File: src/rtl/injection_sequencer.sv
// Four-channel injection sequencer: turns sync/event strobes into one-hot timed
// enable pulses in firing order, with overrun detection and run gating.
module injection_sequencer #(
  parameter int         PW_WIDTH     = 16,
  parameter int         PRESCALE     = 16,
  parameter logic [7:0] FIRING_ORDER = 8'b01_11_10_00
) (
  input  logic                i_clk,
  input  logic                i_reset,
  input  logic                i_run,
  input  logic                i_sync,
  input  logic                i_event,
  input  logic [PW_WIDTH-1:0] i_pulse_width,
  input  logic [7:0]          i_dead_time,
  output logic [3:0]          o_enable,
  output logic [1:0]          o_slot,
  output logic                o_active,
  output logic                o_overrun
);

  // state     | meaning
  // IDLE      | not running, outputs cleared
  // WAIT_SYNC | running, waiting for cylinder-1 reference
  // ARMED     | synced, no pulse in progress
  // INJECT    | pulse in progress, duration counting down
  typedef enum logic [1:0] {IDLE, WAIT_SYNC, ARMED, INJECT} state_t;

  localparam int          D_W     = PW_WIDTH + 1;
  localparam logic [15:0] PS_LOAD = 16'(PRESCALE - 1);

  state_t         state, state_nxt;
  logic [D_W-1:0] dur, dur_nxt;
  logic [15:0]    presc, presc_nxt;
  logic [3:0]     enable_nxt;
  logic [1:0]     slot_nxt;
  logic           overrun_nxt;

  logic           accept;
  logic [1:0]     accept_slot;
  logic [1:0]     fire_idx;
  logic [D_W-1:0] d_new;

  always_comb begin
    d_new       = D_W'(i_pulse_width) + D_W'(i_dead_time);
    accept_slot = i_sync ? 2'd0 : o_slot + 2'd1;
    fire_idx    = FIRING_ORDER[{accept_slot, 1'b0} +: 2];
    accept      = i_run && ((state == WAIT_SYNC && i_sync) ||
                            ((state == ARMED || state == INJECT) && (i_sync || i_event)));
  end

  always_comb begin
    state_nxt   = state;
    dur_nxt     = dur;
    presc_nxt   = presc;
    enable_nxt  = o_enable;
    slot_nxt    = o_slot;
    overrun_nxt = o_overrun;

    if (!i_run) begin
      state_nxt   = IDLE;
      dur_nxt     = '0;
      presc_nxt   = '0;
      enable_nxt  = '0;
      slot_nxt    = 2'd0;
      overrun_nxt = 1'b0;
    end else if (accept) begin
      // an accept during INJECT truncates the old pulse and hands over directly
      slot_nxt = accept_slot;
      if (state == INJECT) overrun_nxt = 1'b1;
      if (d_new == '0) begin
        state_nxt  = ARMED;
        dur_nxt    = '0;
        presc_nxt  = '0;
        enable_nxt = '0;
      end else begin
        state_nxt  = INJECT;
        dur_nxt    = d_new;
        presc_nxt  = PS_LOAD;
        enable_nxt = 4'b0001 << fire_idx;
      end
    end else begin
      case (state)
        IDLE: state_nxt = WAIT_SYNC;
        INJECT: begin
          if (presc == '0) begin
            if (dur == D_W'(1)) begin
              state_nxt  = ARMED;
              dur_nxt    = '0;
              enable_nxt = '0;
            end else begin
              dur_nxt   = dur - D_W'(1);
              presc_nxt = PS_LOAD;
            end
          end else begin
            presc_nxt = presc - 16'd1;
          end
        end
        default: ;
      endcase
    end
  end

  always_ff @(posedge i_clk or posedge i_reset) begin
    if (i_reset) begin
      state     <= IDLE;
      dur       <= '0;
      presc     <= '0;
      o_enable  <= '0;
      o_slot    <= 2'd0;
      o_active  <= 1'b0;
      o_overrun <= 1'b0;
    end else begin
      state     <= state_nxt;
      dur       <= dur_nxt;
      presc     <= presc_nxt;
      o_enable  <= enable_nxt;
      o_slot    <= slot_nxt;
      o_active  <= (state_nxt == INJECT);
      o_overrun <= overrun_nxt;
    end
  end

endmodule

File: config.mk
export PLATFORM = sky130hd
export DESIGN_NAME = injection_sequencer
export DESIGN_NICKNAME = d
export VERILOG_FILES = /design/src/rtl/injection_sequencer.sv
export SDC_FILE = /design/constraint.sdc
export NUM_CORES = 1
export LEC_CHECK = 0
export CAP_MARGIN = 15
export CORE_MARGIN = 3
export CORE_UTILIZATION = 53
export CTS_CLUSTER_DIAMETER = 40
export DETAILED_ROUTE_END_ITERATION = 8
export GPL_ROUTABILITY_DRIVEN = 0
export PLACE_DENSITY_LB_ADDON = 0.3
export REMOVE_ABC_BUFFERS = 1
export SYNTH_ARGS = -nofsm -noshare
export SYNTH_HDL_FRONTEND = slang
export SYNTH_SLANG_ARGS = --single-unit
File: constraint.sdc
create_clock -name i_clk -period 3.85 [get_ports i_clk]
set_input_delay 0.5775 -clock i_clk [delete_from_list [all_inputs] [get_ports i_clk]]
set_output_delay 0.5775 -clock i_clk [all_outputs]
set_load 0.05 [all_outputs]
Word-level counts from Yosys, hierarchy flattened
Index checks and enable logic that the tools add are counted.
{"block": "word_totals", "reg_bits": 43, "latchBits": 0, "ramBits": 0, "rom_bits": 0, "input_bits": 29, "n_memories": 0}
{"block": "classes", "n_addsub": 4, "n_mul": 0, "n_div": 0, "order_cmp": 0, "eq_ne": 11, "shift": 2, "muxes": 30, "bitwise_logic": 0, "reduce_logical": 13}
{"operator": "$mux W17", "count": 6}
{"operator": "$mux W16", "count": 5}
{"operator": "$mux W4", "count": 7}
{"operator": "$add A16 B8 Y17", "count": 1}
{"operator": "$eq A17 B1 Y1 const B", "count": 1}
{"operator": "$logic_not A17 Y1", "count": 1}
{"operator": "$sub A17 B1 Y17 const B", "count": 1}
{"operator": "$logic_not A16 Y1", "count": 1}
{"operator": "$sub A16 B1 Y16 const B", "count": 1}
{"operator": "$mux W2", "count": 7}
{"operator": "$ne A3 B1 Y1 const B", "count": 3}
{"operator": "$shiftx A8 B4 Y2 const A", "count": 1}
{"operator": "$eq A2 B2 Y1 const B", "count": 3}
{"operator": "$reduce_and A2 Y1", "count": 3}
{"operator": "$mux W1", "count": 4}
{"operator": "$ne A2 B1 Y1 const B", "count": 2}
{"operator": "$ne A4 B4 Y1 const B", "count": 1}
{"operator": "$pmux W2 S2", "count": 1}
{"operator": "$shl A1 B2 Y4 const A", "count": 1}
{"operator": "$logic_and A1 B1 Y1", "count": 3}
{"operator": "$logic_or A1 B1 Y1", "count": 3}
{"operator": "$reduce_and A3 Y1", "count": 1}
{"operator": "$add A2 B1 Y2 const B", "count": 1}
{"operator": "$eq A2 B1 Y1 const B", "count": 1}
{"operator": "$logic_not A2 Y1", "count": 1}

Longest topological paths before layout
{"block": "depth", "ltp_word": 8, "mapped_depth": 10, "ltp_nobuf": 10}

Worst setup path after synthesis
Ideal clock, no wire load.
{"block": "synth_path", "path_kind": "input to register", "start": "input i_pulse_width[0]", "end": "register o_enable[1]", "setup_time_ps": 145, "arrival_time_ps": 2934, "t_required_ps": 3705, "slack_ps": 771, "cell_stages": 10, "cell_sequence": "ha_1 inv_1 fa_1 nand2b_1 a2111oi_2 or2_2 nand3_4 or3b_4 a2111oi_4 o21ai_0"}
{"block": "synth_via", "elab_chain_len": 5}
{"element": "start, declared", "line": "13", "rtl": "input logic [PW_WIDTH-1:0] i_pulse_width,"}
{"element": "$add A16 B8 Y17", "line": "44", "rtl": "d_new = D_W'(i_pulse_width) + D_W'(i_dead_time);"}
{"element": "$logic_not A17 Y1", "line": "70", "rtl": "if (d_new == '0) begin"}
{"element": "$mux W4", "line": "70"}
{"element": "$mux W4", "line": "66", "rtl": "end else if (accept) begin"}
{"element": "$mux W4", "line": "59", "rtl": "if (!i_run) begin"}
{"element": "end signal, assigned", "line": "116", "rtl": "o_enable <= enable_nxt;"}
{"element": "end, declared", "line": "15", "rtl": "output logic [3:0] o_enable,"}
Every way passes these cells.
A chain may end at the register's enable or synchronous reset.

Worst setup path after layout
{"block": "layout_path", "start": "input i_pulse_width[0]", "end": "register presc[0]"}
{"block": "layout_via", "elab_chain_len": 5}
{"element": "$add A16 B8 Y17", "line": "44"}
{"element": "$logic_not A17 Y1", "line": "70"}
{"element": "$mux W4", "line": "70"}
{"element": "$mux W16", "line": "66"}
{"element": "$mux W16", "line": "59"}
{"element": "end signal, assigned", "line": "115", "rtl": "presc <= presc_nxt;"}
{"element": "end, declared", "line": "33", "rtl": "logic [15:0] presc, presc_nxt;"}
Every way passes these cells.

==> metrics.txt <==
crit share post-route 0.890; Worst R2R End presc[9]$_DFFE_PP0P_; number of global-route vias before repair around 2.9k; antenna cells 0; drt pass-1 iters 5; max_slew headroom 0.563; Syn Inst Count 378; hpwl dp 5.43 mm; antenna-violating nets left 0; Synth Area in Compound Gates 0.234; Netlist Area Pre-Place about 3100 um2; Hold Fails Final Rpt 0; fill cell total of the finished layout approximately 480; Synth Area in XOR/XNOR 0.0755; clk_lat worst skew about 0.30 ns; Worst Setup End Kind flop; register area share after synthesis 0.344; Ys Warns 0; Worst Hold End o_enable[1]$_DFFE_PP0P_; IO Port Bufs 36; hold buffers post-CTS 0; start point of the worst hold path o_enable[1]$_DFFE_PP0P_; pwr dens 680 nW/um2; FF-to-FF setup slack 0.92 ns; pin count of the biggest net entering global routing 44; CTS buffer count 5; Worst Hold Path Cells 2; Starting Density 0.558; I/O pin cnt 37; site row count 27; CTS tree built; Die Wd just over 80 um; Async S/R FF share, synth 1.00; LEAKAGE 1.50 nW; via count 2967; H-tree depth 2; slew at the pin closest to its max-slew limit about 0.65 ns; postcts setup bufs 0; initial detailed-routing violation count 162; layout cells sized above 1 0.0598; Peak supply drop 0.349 mV; mux contribution to synthesized area 0.00639; initial antenna violation count 0; first-pass GRT wire length about 13 mm; Netlist cell types 54; CP Launch Type primary input; Most used DFF post-synth dfrtp_1; worst hold path class reg -> reg; EDFF count, synth 0; Synth Area in Adders 0.0703; setup TNS 0 ns; Global Route Usage Sum 0.222; Worst Clk Skew 0.00988 ns; Top delay family on crit path simple AND/OR/NAND/NOR gates; Reg clk slew, reported paths about 0.080 ns; Longest Clk Path Bufs 2; Synth Area per Inst about 8.3 um2; CTS root buf clkbuf_8; Worst R2R Path Depth 8; Nets ~460; FF+latch count, synth between 40 and 50; critical path's largest stage delay 0.46 ns; Required @ worst endpoint 4.01 ns; Core Area between 5000 and 6000 um2; die height 82.9 um; CP Class in -> reg; status finished, final reports clean; fin cells 490; # DRC 0; clk sinks 43; Core Util, Final 0.661; worst-path maximum fanout 10; max cap viols 0; final setup vio count 0; WP data arrival 3.59 ns; DIE AREA a little under 7000 um2; DP Cell Count between 400 and 500; reg2reg start state[0]$_DFF_PP0_; main combinational cell family by area after synthesis simple AND/OR/NAND/NOR gates; GRT overflow 0; Highest Clock Rate 292 MHz; Final Power 2.52 mW; Layout area overhead 18.3%; Final min period 3.43 ns; Crit-path slowest cell clkdlybuf4s50_1; final wirelength 7.37 mm; RSZ-0062 raised after global routing false; simple-gate share of the synthesized area 0.239; wire per inst 15.0 um; via-per-instance ratio 6.06; critical-path cell list clkdlybuf4s50_1, ha_1, inv_1, fa_1, nand2b_1, a2111oi_2, or2_2, nand3_4, or3b_4, a2111oi_4, buf_4, o22ai_1; Max Slew Vio Count 0; cells resized by post-CTS repair 0; WP buf/inv 3
## layout by cell type (no fill, tap or decap), drive strengths merged, types with 4 or more instances in the layout
cell type      Yosys  routed
a22oi              4       4
nand2b             7       7
buf                4       7
and2               6       6
nor4               8       8
xor2               9       9
ha                16      16
clkdlybuf4s50      0      36
nor3              18      18
clkbuf             7       6
inv               13      13
o22ai              4       4
a31oi              5       5
nand2             41      41
or3                4       4
o211ai             7       7
a21oi             31      31
nor2              37      37
xnor2             18      18
nand3             11      11
o21ai             41      41
dfrtp             43      43
## worst max-delay path by stage
stage	slack (ns)	startpoint	end	cells past startpoint
after detailed placement	0.13	i_pulse_width[0]	presc[0]$_DFFE_PP0P_	12
after CTS	0.43	i_pulse_width[0]	presc[0]$_DFFE_PP0P_	12
after floorplan	0.78	i_pulse_width[0]	o_enable[1]$_DFFE_PP0P_	10
after global routing	0.24	i_dead_time[0]	o_enable[1]$_DFFE_PP0P_	12
final	0.42	i_pulse_width[0]	presc[0]$_DFFE_PP0P_	12
after global placement	0.18	i_pulse_width[0]	presc[0]$_DFFE_PP0P_	12
## registers in the layout (all words and copies together) (netlist names)
register   flops
o_overrun      1
dur           17
presc         16
o_slot         2
state          2
o_active       1
o_enable       4
## layout make-up
| class | instances | area (um2) | share of cell area |
|---|---|---|---|
| sequential | 43 | 1080 | 0.290 |
| clock buffer | 6 | 82.6 | 0.0223 |
| timing repair buffer | 43 | 413 | 0.111 |
| inverter | 13 | 48.8 | 0.0132 |
| clock inverter | 2 | 35.0 | 0.00946 |
| tap | 72 | 90.1 | 0.0243 |
| multi-input combinational | 311 | 1960 | 0.529 |
## per-layer routing
metal	wire length (um)	up-vias	track usage
met5	0	-	0
met4	113	0	0.0728
met3	317	9	0.0268
met2	3620	83	0.376
met1	3320	1418	0.295
li1	-	1457	-
## cells by family after synthesis
family / after synthesis
mux: 2
simple gates: 149
compound gates: 116
flops: 43
fa+ha+maj: 17
xor+xnor: 27
buf+inv: 24
## cell usage after synthesis (2+ instances only)
library cell | count | area, um2
a21boi_0 | 3 | 22.5
a21oi_1 | 30 | 150
a22oi_1 | 4 | 30.0
a31oi_1 | 4 | 25.0
a32oi_1 | 2 | 17.5
and2_1 | 6 | 37.5
and3_1 | 2 | 12.5
and4_1 | 2 | 17.5
buf_2 | 4 | 20.0
clkbuf_1 | 7 | 26.3
dfrtp_1 | 43 | 1080
ha_1 | 16 | 200
inv_1 | 13 | 48.8
mux2i_1 | 2 | 20.0
nand2_1 | 41 | 154
nand2b_1 | 7 | 43.8
nand3_1 | 10 | 50.1
nand3b_1 | 3 | 22.5
nand4_1 | 2 | 12.5
nor2_1 | 37 | 139
nor3_1 | 17 | 85.1
nor4_1 | 7 | 43.8
nor4b_1 | 2 | 17.5
o2111ai_1 | 2 | 17.5
o211ai_1 | 7 | 52.6
o21a_1 | 3 | 22.5
o21ai_0 | 41 | 205
o22ai_1 | 4 | 25.0
o311ai_0 | 2 | 17.5
o31ai_1 | 3 | 22.5
or3_1 | 4 | 25.0
xnor2_1 | 18 | 158
xor2_1 | 9 | 78.8
## report_power, final
group	switching (mW)	total, mW	internal (mW)
Sequential	0.147	0.746	0.598
Clock	0.161	0.372	0.210
Combinational	0.861	1.40	0.540
## stage by stage
step,hold slack (ns),area [um2],setup WS (ns)
global route,0.538,3700,0.241
detailed placement,0.471,3590,0.127
finish,0.488,3700,0.423
floorplan,0.471,3080,0.776
CTS,0.490,3700,0.430
global placement,0.463,3590,0.180
## worst reg2reg max path, delay by kind of cell (launching register included)
| family | cells | cell delay [ns] |
|---|---|---|
| xor gates and xnor gates | 1 | 0.19 |
| adders and majority gates | 1 | 0.33 |
| and+or+nand+nor | 4 | 0.94 |
| DFF | 1 | 0.42 |
| AOI/OAI and AO/OA | 2 | 0.94 |
(Power assumes the default switching activity.)
